<file path="config.mk">
export PLATFORM = sky130hd
export DESIGN_NAME = pipe_stage_reg_flat
export DESIGN_NICKNAME = d
export VERILOG_FILES = /design/src/rtl/pipe_stage_reg_if.sv /design/src/rtl/pipe_stage_reg.sv /design/src/flat_wrapper.sv
export SDC_FILE = /design/constraint.sdc
export NUM_CORES = 1
export LEC_CHECK = 0
export ABC_AREA = 1
export BUFFER_PORTS_ARGS = -buffer_cell sky130_fd_sc_hd__buf_2
export CORE_MARGIN = 2
export CORE_UTILIZATION = 45
export DETAILED_ROUTE_END_ITERATION = 10
export PLACE_DENSITY = 0.67
export SLEW_MARGIN = 5
export SYNTH_ARGS = -nofsm -noshare
export SYNTH_HDL_FRONTEND = slang
export SYNTH_SLANG_ARGS = --single-unit
export TNS_END_PERCENT = 5
</file>
<file path="constraint.sdc">
create_clock -name i_clk -period 2.6 [get_ports i_clk]
set_input_delay 0.13 -clock i_clk [delete_from_list [all_inputs] [get_ports i_clk]]
set_output_delay 0.13 -clock i_clk [all_outputs]
set_load 0.05 [all_outputs]
</file>
<file path="src/rtl/pipe_stage_reg_if.sv">
// ----------------------------------------------------------------------------
// pipe_stage_reg_if
//   Handshake and payload bundle for one pipeline-stage boundary.
//   master : upstream/downstream environment (drives i_*, observes o_*)
//   slave  : the stage register itself (observes i_*, drives o_*)
//   Signals:
//     i_flush            discard held entries, insert a bubble
//     i_valid / o_ready  upstream handshake
//     i_ctrl/i_rd/i_data/i_dmem   incoming payload
//     o_valid / i_ready  downstream handshake
//     o_ctrl/o_rd/o_data/o_dmem   outgoing payload
//     o_count            entries held (0..2)
// ----------------------------------------------------------------------------
interface pipe_stage_reg_if #(
    parameter int DATA_W = 32,
    parameter int CTRL_W = 8,
    parameter int RD_W   = 5
);
    logic              i_flush;
    logic              i_valid;
    logic              o_ready;
    logic [CTRL_W-1:0] i_ctrl;
    logic [RD_W-1:0]   i_rd;
    logic [DATA_W-1:0] i_data;
    logic [DATA_W-1:0] i_dmem;
    logic              o_valid;
    logic              i_ready;
    logic [CTRL_W-1:0] o_ctrl;
    logic [RD_W-1:0]   o_rd;
    logic [DATA_W-1:0] o_data;
    logic [DATA_W-1:0] o_dmem;
    logic [1:0]        o_count;

    modport master (
        output i_flush, i_valid, i_ctrl, i_rd, i_data, i_dmem, i_ready,
        input  o_ready, o_valid, o_ctrl, o_rd, o_data, o_dmem, o_count
    );

    modport slave (
        input  i_flush, i_valid, i_ctrl, i_rd, i_data, i_dmem, i_ready,
        output o_ready, o_valid, o_ctrl, o_rd, o_data, o_dmem, o_count
    );
endinterface

</file>
<file path="src/rtl/pipe_stage_reg.sv">
// ----------------------------------------------------------------------------
// pipe_stage_reg
//   Parametrised pipeline-stage register with valid/ready handshake, stall,
//   flush with bubble insertion and an optional 2-entry skid buffer.
//   Ports:
//     i_clk    clock, all state on the rising edge
//     i_reset  synchronous active-high reset (priority over everything)
//     bus      pipe_stage_reg_if.slave (handshake, payload, flush, count)
//   Parameters:
//     DATA_W, CTRL_W, RD_W  payload widths
//     CTRL_BUBBLE           o_ctrl value whenever o_valid=0
//     SKID_EN               1: registered o_ready, 2 entries
//                           0: combinational o_ready, 1 entry
// ----------------------------------------------------------------------------
module pipe_stage_reg #(
    parameter int                DATA_W      = 32,
    parameter int                CTRL_W      = 8,
    parameter int                RD_W        = 5,
    parameter logic [CTRL_W-1:0] CTRL_BUBBLE = {CTRL_W{1'b0}},
    parameter bit                SKID_EN     = 1'b1
) (
    input logic             i_clk,
    input logic             i_reset,
    pipe_stage_reg_if.slave bus
);

    typedef struct packed {
        logic [CTRL_W-1:0] ctrl;
        logic [RD_W-1:0]   rd;
        logic [DATA_W-1:0] data;
        logic [DATA_W-1:0] dmem;
    } entry_t;

    // Encoding equals the number of held entries, so o_count is the state.
    typedef enum logic [1:0] {
        EMPTY = 2'd0,
        ONE   = 2'd1,
        FULL  = 2'd2
    } state_t;

    state_t state_q;
    entry_t main_q;
    entry_t skid_q;
    logic   ready_q;

    entry_t in_entry;
    logic   valid_w;
    logic   ready_w;
    logic   in_xfer;
    logic   out_xfer;

    assign in_entry = '{ctrl: bus.i_ctrl, rd: bus.i_rd,
                        data: bus.i_data, dmem: bus.i_dmem};

    assign valid_w  = (state_q != EMPTY);

    // With the skid buffer, ready is a flop so it never combinationally
    // follows i_ready. Without it, a full stage can still accept when the
    // downstream drains in the same cycle.
    assign ready_w  = SKID_EN ? ready_q : (!valid_w || bus.i_ready);

    assign in_xfer  = bus.i_valid && ready_w;
    assign out_xfer = valid_w && bus.i_ready;

    always_ff @(posedge i_clk) begin
        if (i_reset) begin
            state_q <= EMPTY;
            main_q  <= '0;
            skid_q  <= '0;
            ready_q <= 1'b1;
        end else if (bus.i_flush) begin
            // Payload of main_q is kept; only validity is dropped. A
            // concurrent input is discarded.
            state_q <= EMPTY;
            ready_q <= 1'b1;
        end else begin
            unique case (state_q)
                EMPTY: begin
                    if (in_xfer) begin
                        main_q  <= in_entry;
                        state_q <= ONE;
                    end
                end
                ONE: begin
                    if (in_xfer && out_xfer) begin
                        main_q <= in_entry;
                    end else if (in_xfer) begin
                        // Only reachable with SKID_EN=1: the combinational
                        // ready of the single-entry variant is low here.
                        skid_q  <= in_entry;
                        state_q <= FULL;
                        ready_q <= 1'b0;
                    end else if (out_xfer) begin
                        state_q <= EMPTY;
                    end
                end
                FULL: begin
                    if (out_xfer) begin
                        main_q  <= skid_q;
                        state_q <= ONE;
                        ready_q <= 1'b1;
                    end
                end
                default: begin
                    state_q <= EMPTY;
                    ready_q <= 1'b1;
                end
            endcase
        end
    end

    assign bus.o_valid = valid_w;
    assign bus.o_ready = ready_w;
    assign bus.o_count = state_q;
    // Bubble mux keeps write-enables in the control bundle from leaking
    // while the stage holds nothing.
    assign bus.o_ctrl  = valid_w ? main_q.ctrl : CTRL_BUBBLE;
    assign bus.o_rd    = main_q.rd;
    assign bus.o_data  = main_q.data;
    assign bus.o_dmem  = main_q.dmem;

    // The single-entry variant never holds two entries.
    a_no_full_without_skid : assert property (
        @(posedge i_clk) disable iff (i_reset) (SKID_EN || state_q != FULL));

    // Registered ready must mirror "not full".
    a_ready_matches_state : assert property (
        @(posedge i_clk) disable iff (i_reset)
        (!SKID_EN || (ready_q == (state_q != FULL))));

endmodule

</file>
<file path="src/flat_wrapper.sv">
// flat-port wrapper written by rule: the top's interface ports become plain ports
module pipe_stage_reg_flat 
#(
    parameter int                DATA_W      = 32,
    parameter int                CTRL_W      = 8,
    parameter int                RD_W        = 5,
    parameter logic [CTRL_W-1:0] CTRL_BUBBLE = {CTRL_W{1'b0}},
    parameter bit                SKID_EN     = 1'b1
)
  (i_clk, i_reset, bus_i_flush, bus_i_valid, bus_i_ctrl, bus_i_rd, bus_i_data, bus_i_dmem, bus_i_ready, bus_o_ready, bus_o_valid, bus_o_ctrl, bus_o_rd, bus_o_data, bus_o_dmem, bus_o_count);
  pipe_stage_reg_if #(.DATA_W(DATA_W), .CTRL_W(CTRL_W), .RD_W(RD_W)) bus_i ();
  input logic i_clk;
  input logic i_reset;
  input wire logic [$bits(bus_i.i_flush)-1:0] bus_i_flush;
  input wire logic [$bits(bus_i.i_valid)-1:0] bus_i_valid;
  input wire logic [$bits(bus_i.i_ctrl)-1:0] bus_i_ctrl;
  input wire logic [$bits(bus_i.i_rd)-1:0] bus_i_rd;
  input wire logic [$bits(bus_i.i_data)-1:0] bus_i_data;
  input wire logic [$bits(bus_i.i_dmem)-1:0] bus_i_dmem;
  input wire logic [$bits(bus_i.i_ready)-1:0] bus_i_ready;
  output wire logic [$bits(bus_i.o_ready)-1:0] bus_o_ready;
  output wire logic [$bits(bus_i.o_valid)-1:0] bus_o_valid;
  output wire logic [$bits(bus_i.o_ctrl)-1:0] bus_o_ctrl;
  output wire logic [$bits(bus_i.o_rd)-1:0] bus_o_rd;
  output wire logic [$bits(bus_i.o_data)-1:0] bus_o_data;
  output wire logic [$bits(bus_i.o_dmem)-1:0] bus_o_dmem;
  output wire logic [$bits(bus_i.o_count)-1:0] bus_o_count;
  assign bus_i.i_flush = bus_i_flush;
  assign bus_i.i_valid = bus_i_valid;
  assign bus_i.i_ctrl = bus_i_ctrl;
  assign bus_i.i_rd = bus_i_rd;
  assign bus_i.i_data = bus_i_data;
  assign bus_i.i_dmem = bus_i_dmem;
  assign bus_i.i_ready = bus_i_ready;
  assign bus_o_ready = bus_i.o_ready;
  assign bus_o_valid = bus_i.o_valid;
  assign bus_o_ctrl = bus_i.o_ctrl;
  assign bus_o_rd = bus_i.o_rd;
  assign bus_o_data = bus_i.o_data;
  assign bus_o_dmem = bus_i.o_dmem;
  assign bus_o_count = bus_i.o_count;
  pipe_stage_reg #(.DATA_W(DATA_W), .CTRL_W(CTRL_W), .RD_W(RD_W), .CTRL_BUBBLE(CTRL_BUBBLE), .SKID_EN(SKID_EN)) u_core (.i_clk(i_clk), .i_reset(i_reset), .bus(bus_i));
endmodule
</file>
# Word-level counts from Yosys, hierarchy flattened
# Cells that the tools add are included.
[totals] reg_bits=157 in_bits=82 elab_cells=47
[op_classes] eq_ne=8 mux=15 bitwise=3 reduce_logical=11
[ops] cell="$mux W77" n=3
[ops] cell="$pmux W77 S3" n=1
[ops] cell="$reduce_and A4 Y1" n=3
[ops] cell="$mux W2" n=5
[ops] cell="$mux W8" n=1
[ops] cell="$ne A2 B1 Y1 const B" n=4
[ops] cell="$pmux W2 S3" n=1
[ops] cell="$reduce_and A5 Y1" n=1
[ops] cell="$logic_and A1 B1 Y1" n=3
[ops] cell="$mux W1" n=3
[ops] cell="$ne A3 B1 Y1 const B" n=1
[ops] cell="$not A1 Y1" n=3
[ops] cell="$pmux W1 S3" n=1
[ops] cell="$reduce_bool A3 Y1" n=1
[ops] cell="$eq A2 B1 Y1 const B" n=1
[ops] cell="$eq A2 B2 Y1 const B" n=1
[ops] cell="$logic_not A2 Y1" n=1
[ops] cell="$ne A2 B2 Y1 const B" n=1
[ops] cell="$reduce_bool A2 Y1" n=1
[ops] cell="$reduce_or A2 Y1" n=1

# Longest topological paths before layout
# Gate-level depths: netlist of the first run.
[depth] ltp_word=6 depth_mapped=10

# Least setup slack after synthesis of the first run
# No wires, ideal clock.
[synth_timing] path_kind="register to register" startpoint="register u_core.state_q[1] (netlist: u_core.bus.o_count[1])" endpoint="register u_core.main_q (netlist bit u_core.bus.o_data[13])" arrival_ns=1.682 setup_slack_ns=0.803 path_stages_with_launch=9 path_buffers=3 path_cell_list="dfxtp_1 buf_2 nand3_1 nand2_1 nor2_4 buf_4 buf_4 a21oi_1 nor2_1"
[synth_via] elab_chain_cells=5 elab_cells_between_ends=12 cone_classes="eq/ne: 5; mux: 1; reduce/logical: 6"
[synth_rtl] element="from (decl)" line="pipe_stage_reg.sv:41" source="state_t state_q;"
[synth_rtl] element="from (signal assigned)" line="pipe_stage_reg.sv:67" source="state_q <= EMPTY;"
[synth_rtl] element="from (signal assigned)" line="pipe_stage_reg.sv:74" source="state_q <= EMPTY;"
[synth_rtl] element="from (signal assigned)" line="pipe_stage_reg.sv:81" source="state_q <= ONE;"
[synth_rtl] element="$reduce_bool A2 Y1" line="pipe_stage_reg.sv:55" source="assign valid_w = (state_q != EMPTY);"
[synth_rtl] element="$logic_and A1 B1 Y1" line="pipe_stage_reg.sv:63" source="assign out_xfer = valid_w && bus.i_ready;"
[synth_rtl] element="$logic_and A1 B1 Y1" line="pipe_stage_reg.sv:85" source="if (in_xfer && out_xfer) begin"
[synth_rtl] element="$ne A2 B1 Y1 (no line)"
[synth_rtl] element="$reduce_and A5 Y1 (no line)"
[synth_rtl] element="to (signal assigned)" line="pipe_stage_reg.sv:80" source="main_q <= in_entry;"
[synth_rtl] element="to (signal assigned)" line="pipe_stage_reg.sv:86" source="main_q <= in_entry;"
[synth_rtl] element="to (signal assigned)" line="pipe_stage_reg.sv:99" source="main_q <= skid_q;"
[synth_rtl] element="to (decl)" line="pipe_stage_reg.sv:42" source="entry_t main_q;"
# Parallel ways exist; a longest one is shown, timed or not.
# A chain may end at the register's enable or synchronous reset.

# Final worst setup path of the first run
[layout_timing] startpoint="register u_core.state_q[0] (netlist: u_core.bus.o_count[0])" endpoint="register u_core.main_q (netlist bit u_core.bus.o_data[8])"
# The elaborated chain is that of the path after synthesis.

==> metrics.md, run 1 <==
| Metric | Value |
|---|---|
| DRC Markers | `0` |
| Net Sw Frac | `0.297` |
| Iter 0 DRT Violations | `~600` |
| Worst endpoint required time | `slightly below 3000 ps` |
| CTS Buf Count | `17` |
| Maxcap violations | `0` |
| Slew headroom | `0.398` |
| Pint | `approximately 4.5 mW` |
| Highest achievable clock rate | `~0.5 GHz` |
| GR Util All Layers | `0.228` |
| Row cnt | `just under 50` |
| First drt pass iteration count | `5` |
| Dpl ws | `between 500 and 600 ps` |
| Syn Nets | `~1.3k` |
| NetSw | `between 1.5 and 2 mW` |
| GR peak layer | `met2` |
| Clock Latency Late Sink | `approximately 430 ps` |
| Cells after synthesis | `approximately 1.2k` |
| Worst Skew | `approximately 11 ps` |
| Largest net degree at the start of global routing | `80` |
| Die area | `~19,000 sq um` |
| Outcome | `complete, no violations` |
| Leak pwr | `about 4.6 nW` |
| Initial antenna violation count | `0` |
| Vias/cell | `about 5.2` |
| Commonest cells post-synth | `nand2_1, nand3_1, dfxtp_1, a21oi_1, inv_1` |
| Worst slew pin tran | `between 900 and 1000 ps` |
| Drt wl/cell | `14.3 um` |
| Period minus WS final | `between 2000 and 2500 ps` |
| Cell variety after synth | `17` |
| Yosys reg bits | `between 150 and 200` |
| DPL Wire Length | `12,600 um` |
| R2R setup slack | `approximately 570 ps` |
| Global routing usage on met3 | `0.0402` |
| CP Launch Type | `flip-flop` |
| Hold crit path type | `input pin to flip-flop` |
| Max IR drop VDD | `around 0.00046 V` |
| Placed Cells incl. Taps | `~1.5k` |
| Post-CTS Setup Bufs | `0` |
| Met2 Use GR | `0.357` |
| Grt total ovfl | `0` |
| Io pins | `approximately 160` |
| Layout Nets | `around 1.4k` |
| Share of power burned in registers | `0.402` |
| Vias in the first global route | `a little over 7k` |
| Crit path kind | `flip-flop to flip-flop` |
| Clock slew seen by the registers of the worst setup and hold paths | `70 ps` |
| # clock sinks | `between 150 and 200` |
| Area Overhead vs Synth | `21.0%` |
| Nature of the critical path endpoint | `flip-flop` |
| Gpl congestion | `~0.8` |
| Core Region | `around 18,000 sq um` |
| Post-synth EDFFs | `0` |
| Most area-hungry cell type in the Yosys netlist | `dfxtp_1` |
| Initial core utilization | `0.455` |
| Setup WS post-layout | `565 ps` |
| Sequential fraction of the synthesis area | `0.388` |
| Most frequent cell after synthesis | `nand2_1` |
| Primary FF master, synth | `dfxtp_1` |
| YS warnings | `0` |
| Top post-synthesis cells by area | `dfxtp_1, nand2_1, nand3_1` |
| Ys async rst share | `0` |
| Unrepaired setup endpoints after global routing | `no` |
| Post-route ant nets | `0` |
| CTS resizes | `0` |
| Final Cycle Share | `0.783` |
| Area of the mapped netlist | `~8100 sq um` |
| CP Max Fanout | `37` |
| Via Count | `roughly 8.2k` |
| CTS tree | `done` |
| I/O Buffers | `between 150 and 200` |
| Share of layout cells above drive strength 1 | `0.168` |
| Max-slew violations | `0` |
| Clock root buffer | `clkbuf_16` |
| Post-Route WL | `~22,000 um` |
| WP data arrival | `roughly 2400 ps` |
| Share of the synthesized area in the top cell type | `0.388` |
| Syn_area_per_cell | `around 6.6 sq um` |
| Die Y | `between 100 and 150 um` |
| GRT met1 Usage | `0.318` |
| Setup_tns | `0 ps` |
| Non-Filler Instances | `~1.6k` |
| Design Area, Final | `about 9800 sq um` |
| H-tree depth | `4` |
| Power Density | `between 600 and 700 nW/um^2` |
| Placed instance area | `roughly 8500 sq um` |
| Clock tree buffer depth | `2` |
| Final setup viols | `0` |
| Combinational fraction of design power | `0.181` |
| Filler instances | `1,720` |
| Total power | `between 6 and 7 mW` |
| Final Hold Viols | `0` |
| Clk pwr share | `0.417` |
| Diode count | `0` |
| Die width | `138 um` |
| First-pass GRT wire length | `around 37,000 um` |
-- cells by family after synthesis --
family / synth area share
compound gates: 0.0975
simple gates: 0.348
buf+inv: 0.166
flops: 0.388
-- cell usage in the layout (no fill, tap or decap), types with 3 or more instances in the layout --
| cell type | n |
|---|---|
| bufinv_16 | 4 |
| inv_1 | 92 |
| nand3_1 | 157 |
| buf_2 | 162 |
| nor2_1 | 90 |
| inv_2 | 4 |
| buf_12 | 6 |
| clkbuf_16 | 17 |
| nand4_1 | 77 |
| o21ai_0 | 3 |
| dlygate4sd3_1 | 71 |
| a21oi_1 | 155 |
| nand2_1 | 314 |
| clkinv_2 | 3 |
| buf_4 | 14 |
| dfxtp_1 | 156 |
| clkinvlp_4 | 4 |
-- metal layers --
metal / part of all wire / up-vias
met4: 0.023 / 0
met3: 0.054 / 38
met2: 0.46 / 293
met1: 0.46 / 3754
met5: 0 / -
li1: - / 4123
-- critical path, cell delays in order, from the launching register on --
cell	delay, ps
dfxtp_1	470
inv_2	220
nor2_1	130
nand3_1	140
nand2_4	390
buf_4	310
nand3_1	110
nand2_1	90
nor2_1	50
-- state kept, by name, summed over array words and instances (netlist names) --
register            flops
u_core.skid_q          77
u_core.main_q           8
u_core.bus.o_count      2
u_core.bus.o_data      32
u_core.bus.o_dmem      32
u_core.bus.o_rd         5
u_core.bus.o_ready      1
-- power groups by stage --
stage	Sequential, mW	Combinational, mW	Clock (mW)
finish	2.58	1.16	2.67
global route	2.59	1.25	2.81
CTS	2.58	1.15	2.72
detailed placement	2.63	1.07	0
global placement	2.63	1.07	0
floorplan	2.62	0.912	0
-- worst paths after layout --
path                                       startpoint                   end  cells past startpoint
worst min-delay path                   bus_i_dmem[29]     u_core.skid_q[29]                      3
worst max register to register  u_core.bus.o_count[0]  u_core.bus.o_data[8]                      8
worst max-delay path            u_core.bus.o_count[0]  u_core.bus.o_data[8]                      8
worst min register to register      u_core.skid_q[59]     u_core.skid_q[59]                      2
-- timing repair --
item,4_1_cts,5_1_grt
hold endpoints to repair,70,1
hold buffers,70,1
setup endpoints to repair,0,0
-- through the flow --
| stage | hold slack [ps] | util |
|---|---|---|
| after global placement | 392 | 0.475 |
| after detailed placement | 397 | 0.475 |
| after floorplan | 209 | - |
| after CTS | 0.280 | 0.550 |
| after global routing | 6.79 | 0.550 |
| final | 18.4 | 0.550 |
-- layout make-up --
| cell class | count | area, sq um | share of cell area |
|---|---|---|---|
| tap | 229 | 287 | 0.0292 |
| clock inverter | 14 | 191 | 0.0195 |
| multi-input combinational | 803 | 3640 | 0.371 |
| timing repair buffer | 253 | 1750 | 0.178 |
| clock buffer | 18 | 439 | 0.0447 |
| sequential | 157 | 3150 | 0.321 |
| inverter | 96 | 360 | 0.0367 |
Note: power is estimated with default switching activity, not from simulation.
==> run 2, diff against run 1 <==
Settings changed: ABC_AREA 1 to 0, PLACE_DENSITY 0.67 to 0.72.
Clock period 2.6 ns to 1.8 ns, I/O delays scaled along.
==> metrics.md, run 2 <==
| Metric | Value |
|---|---|
| WHS Path Cells | `3` |
| Slew headroom | `0.548` |
| Max IR drop VDD | `between 0.0006 and 0.0007 V` |
| Initial core utilization | `0.464` |
| Layout Nets | `roughly 1k` |
| Hold_ws | `approximately 20 ps` |
| Die width | `between 100 and 150 um` |
| DPL Wire Length | `~9000 um` |
| # clock sinks | `around 160` |
| WP depth | `4` |
| CP Max Fanout | `9` |
| Non-Filler Instances | `1,121` |
| YS warnings | `0` |
| Syn Nets | `approximately 860` |
| Hold crit path type | `input pin to flip-flop` |
| Seq. cell area | `between 3000 and 4000 sq um` |
| H-tree depth | `4` |
| Outcome | `complete, no violations` |
| Largest register FFs | `77` |
| Unrepaired setup endpoints after global routing | `yes` |
| Worst slew pin tran | `about 680 ps` |
| Drt wl/cell | `approximately 14 um` |
| Core Util, Final | `0.598` |
| Sequential fraction of the synthesis area | `0.464` |
| Filler instances | `about 1.3k` |
| GR Util All Layers | `0.190` |
| WP data arrival | `~1600 ps` |
| Design Area, Final | `8720 sq um` |
| Power Density | `about 1000 nW/um^2` |
| CTS tree | `done` |
| Reg2Reg Capture Point | `u_core.bus.o_dmem[20]` |
| Die area | `16,000 sq um` |
| Final Cycle Share | `0.945` |
| Post-Route WL | `15,500 um` |
| Share of layout cells above drive strength 1 | `0.234` |
| Syn_area_per_cell | `8.74 sq um` |
| Top post-synthesis cells by area | `dfxtp_1, mux2i_1, buf_4` |
| Largest delay share family, worst path | `simple AND/OR/NAND/NOR gates` |
| Worst Skew | `between 7 and 8 ps` |
| Clock root buffer | `clkbuf_16` |
| Clock slew seen by the registers of the worst setup and hold paths | `60 ps` |
| Maxcap violations | `0` |
| Crit path kind | `flip-flop to primary output` |
| First-pass GRT wire length | `roughly 25,000 um` |
| Gpl congestion | `~0.76` |
| Commonest cells post-synth | `dfxtp_1, nand2_1, buf_4, a21oi_1, nor2_1` |
| Vias/cell | `4.97` |
| Nature of the critical path endpoint | `primary output` |
| Most frequent cells in the layout | `buf_2, dfxtp_1, nand2_1` |
| Diode count | `0` |
| Grt total ovfl | `0` |
| CP Launch Type | `flip-flop` |
| Post-route ant nets | `0` |
| Reg2reg start | `u_core.bus.o_count[1]` |
| Max-slew violations | `0` |
| Clock tree buffer depth | `2` |
| Post-synth EDFFs | `0` |
| DRC Markers | `0` |
| Critical Path, Cell by Cell | `buf_4 > nor2_2 > nor2b_1 > buf_2` |
| Largest net degree at the start of global routing | `a little under 80` |
| Most common cell after layout, fill and taps aside | `buf_2` |
| Worst endpoint required time | `1710 ps` |
| Setup crit end | `bus_o_ctrl[5]` |
| Footprint of the multi-input gates | `~2800 sq um` |
| Cells after synthesis | `~780` |
| Vias in the first global route | `5,108` |
| R2R setup slack | `130 ps` |
| Final setup viols | `0` |
| Primary FF master, synth | `dfxtp_1` |
| Initial antenna violation count | `0` |
| CP max-delay cell | `nor2_2` |
| Core Region | `around 15,000 sq um` |
| Share of the synthesized area in the top cell type | `0.464` |
| Yosys reg bits | `157` |
| I/O Buffers | `about 160` |
| Placed Cells incl. Taps | `a little over 1k` |
| Row cnt | `44` |
| Iter 0 DRT Violations | `slightly below 300` |
| Crit path from | `u_core.bus.o_count[1]` |
| Most frequent cell after synthesis | `dfxtp_1` |
| CP bufs+invs | `2` |
| Setup_tns | `0 ps` |
| Highest achievable clock rate | `between 0.5 and 0.6 GHz` |
| Cell variety after synth | `25` |
| Final Hold Viols | `0` |
| Placed instance area | `7240 sq um` |
| Die Y | `approximately 130 um` |
| Max stage delay on crit path | `just under 400 ps` |
| Ys async rst share | `0` |
| First drt pass iteration count | `4` |
| CTS Buf Count | `17` |
| R2r worst-path depth | `6` |
| Area of the mapped netlist | `6770 sq um` |
| Biggest register | `u_core.skid_q` |
| Leak pwr | `4.01 nW` |
| Clock Latency Late Sink | `about 420 ps` |
| Via Count | `around 5.6k` |
| Most area-hungry cell type in the Yosys netlist | `dfxtp_1` |
| Period minus WS final | `1700 ps` |
| Area Overhead vs Synth | `28.8%` |
| Io pins | `around 160` |
## run 2: metal layers
layer,vias to the layer above,GRT usage,part of all wire
li1,2862,-,-
met1,2548,0.232,0.45
met2,141,0.319,0.48
met3,25,0.0502,0.048
met4,0,0.0763,0.019
met5,-,0,0
## run 2: worst min-delay path by stage
stage,from,endpoint
finish,bus_i_flush,u_core.bus.o_count[0]
CTS,bus_i_flush,u_core.bus.o_count[0]
global route,bus_i_flush,u_core.bus.o_count[0]
detailed placement,bus_i_ready,u_core.bus.o_count[1]
floorplan,bus_i_flush,u_core.bus.o_count[0]
global placement,bus_i_data[8],u_core.skid_q[40]
## run 2: cell families (layout without fill, tap and decap cells)
| kind of cell | count (synthesis) | after routing | synth area share |
|---|---|---|---|
| AND/OR/NAND/NOR | 251 | 251 | 0.149 |
| AO/OA/AOI/OAI | 159 | 159 | 0.149 |
| flip-flops | 157 | 157 | 0.464 |
| buffers and inverters | 130 | 292 | 0.123 |
| multiplexers | 77 | 77 | 0.114 |
| XOR/XNOR | 1 | 1 | 0.00129 |
## run 2: area by class of cell
class,instances,area share
inverter,2,0.000861
multi-input combinational,488,0.324
timing repair buffer,259,0.215
clock inverter,10,0.0185
sequential,157,0.360
clock buffer,21,0.0539
tap,184,0.0264
## run 2: worst min-delay path: stages
cell	delay (ps)
buf_2	90
buf_4	150
nor3b_1	60
## run 2: repair_timing
action	4_1_cts	5_1_grt
hold endpoints to repair	78	0
pin swaps	0	1
buffers inserted	0	3
resized for setup	1	1
cloned	0	1
endpoints found under the setup margin	9	31
hold buffers	78	0
## run 2: power breakdown
part,internal (mW),switching [mW]
Combinational,0.441,0.785
Clock,2.43,1.39
Sequential,3.61,0.0704
Total,6.48,2.24
## run 2: metrics by stage
stage | power [mW] | worst slack, ps
floorplan | 4.66 | -21.4
global placement | 4.81 | 171
detailed placement | 4.83 | 90.7
CTS | 8.78 | 45.5
global route | 9.06 | -10.6
finish | 8.72 | 99.3
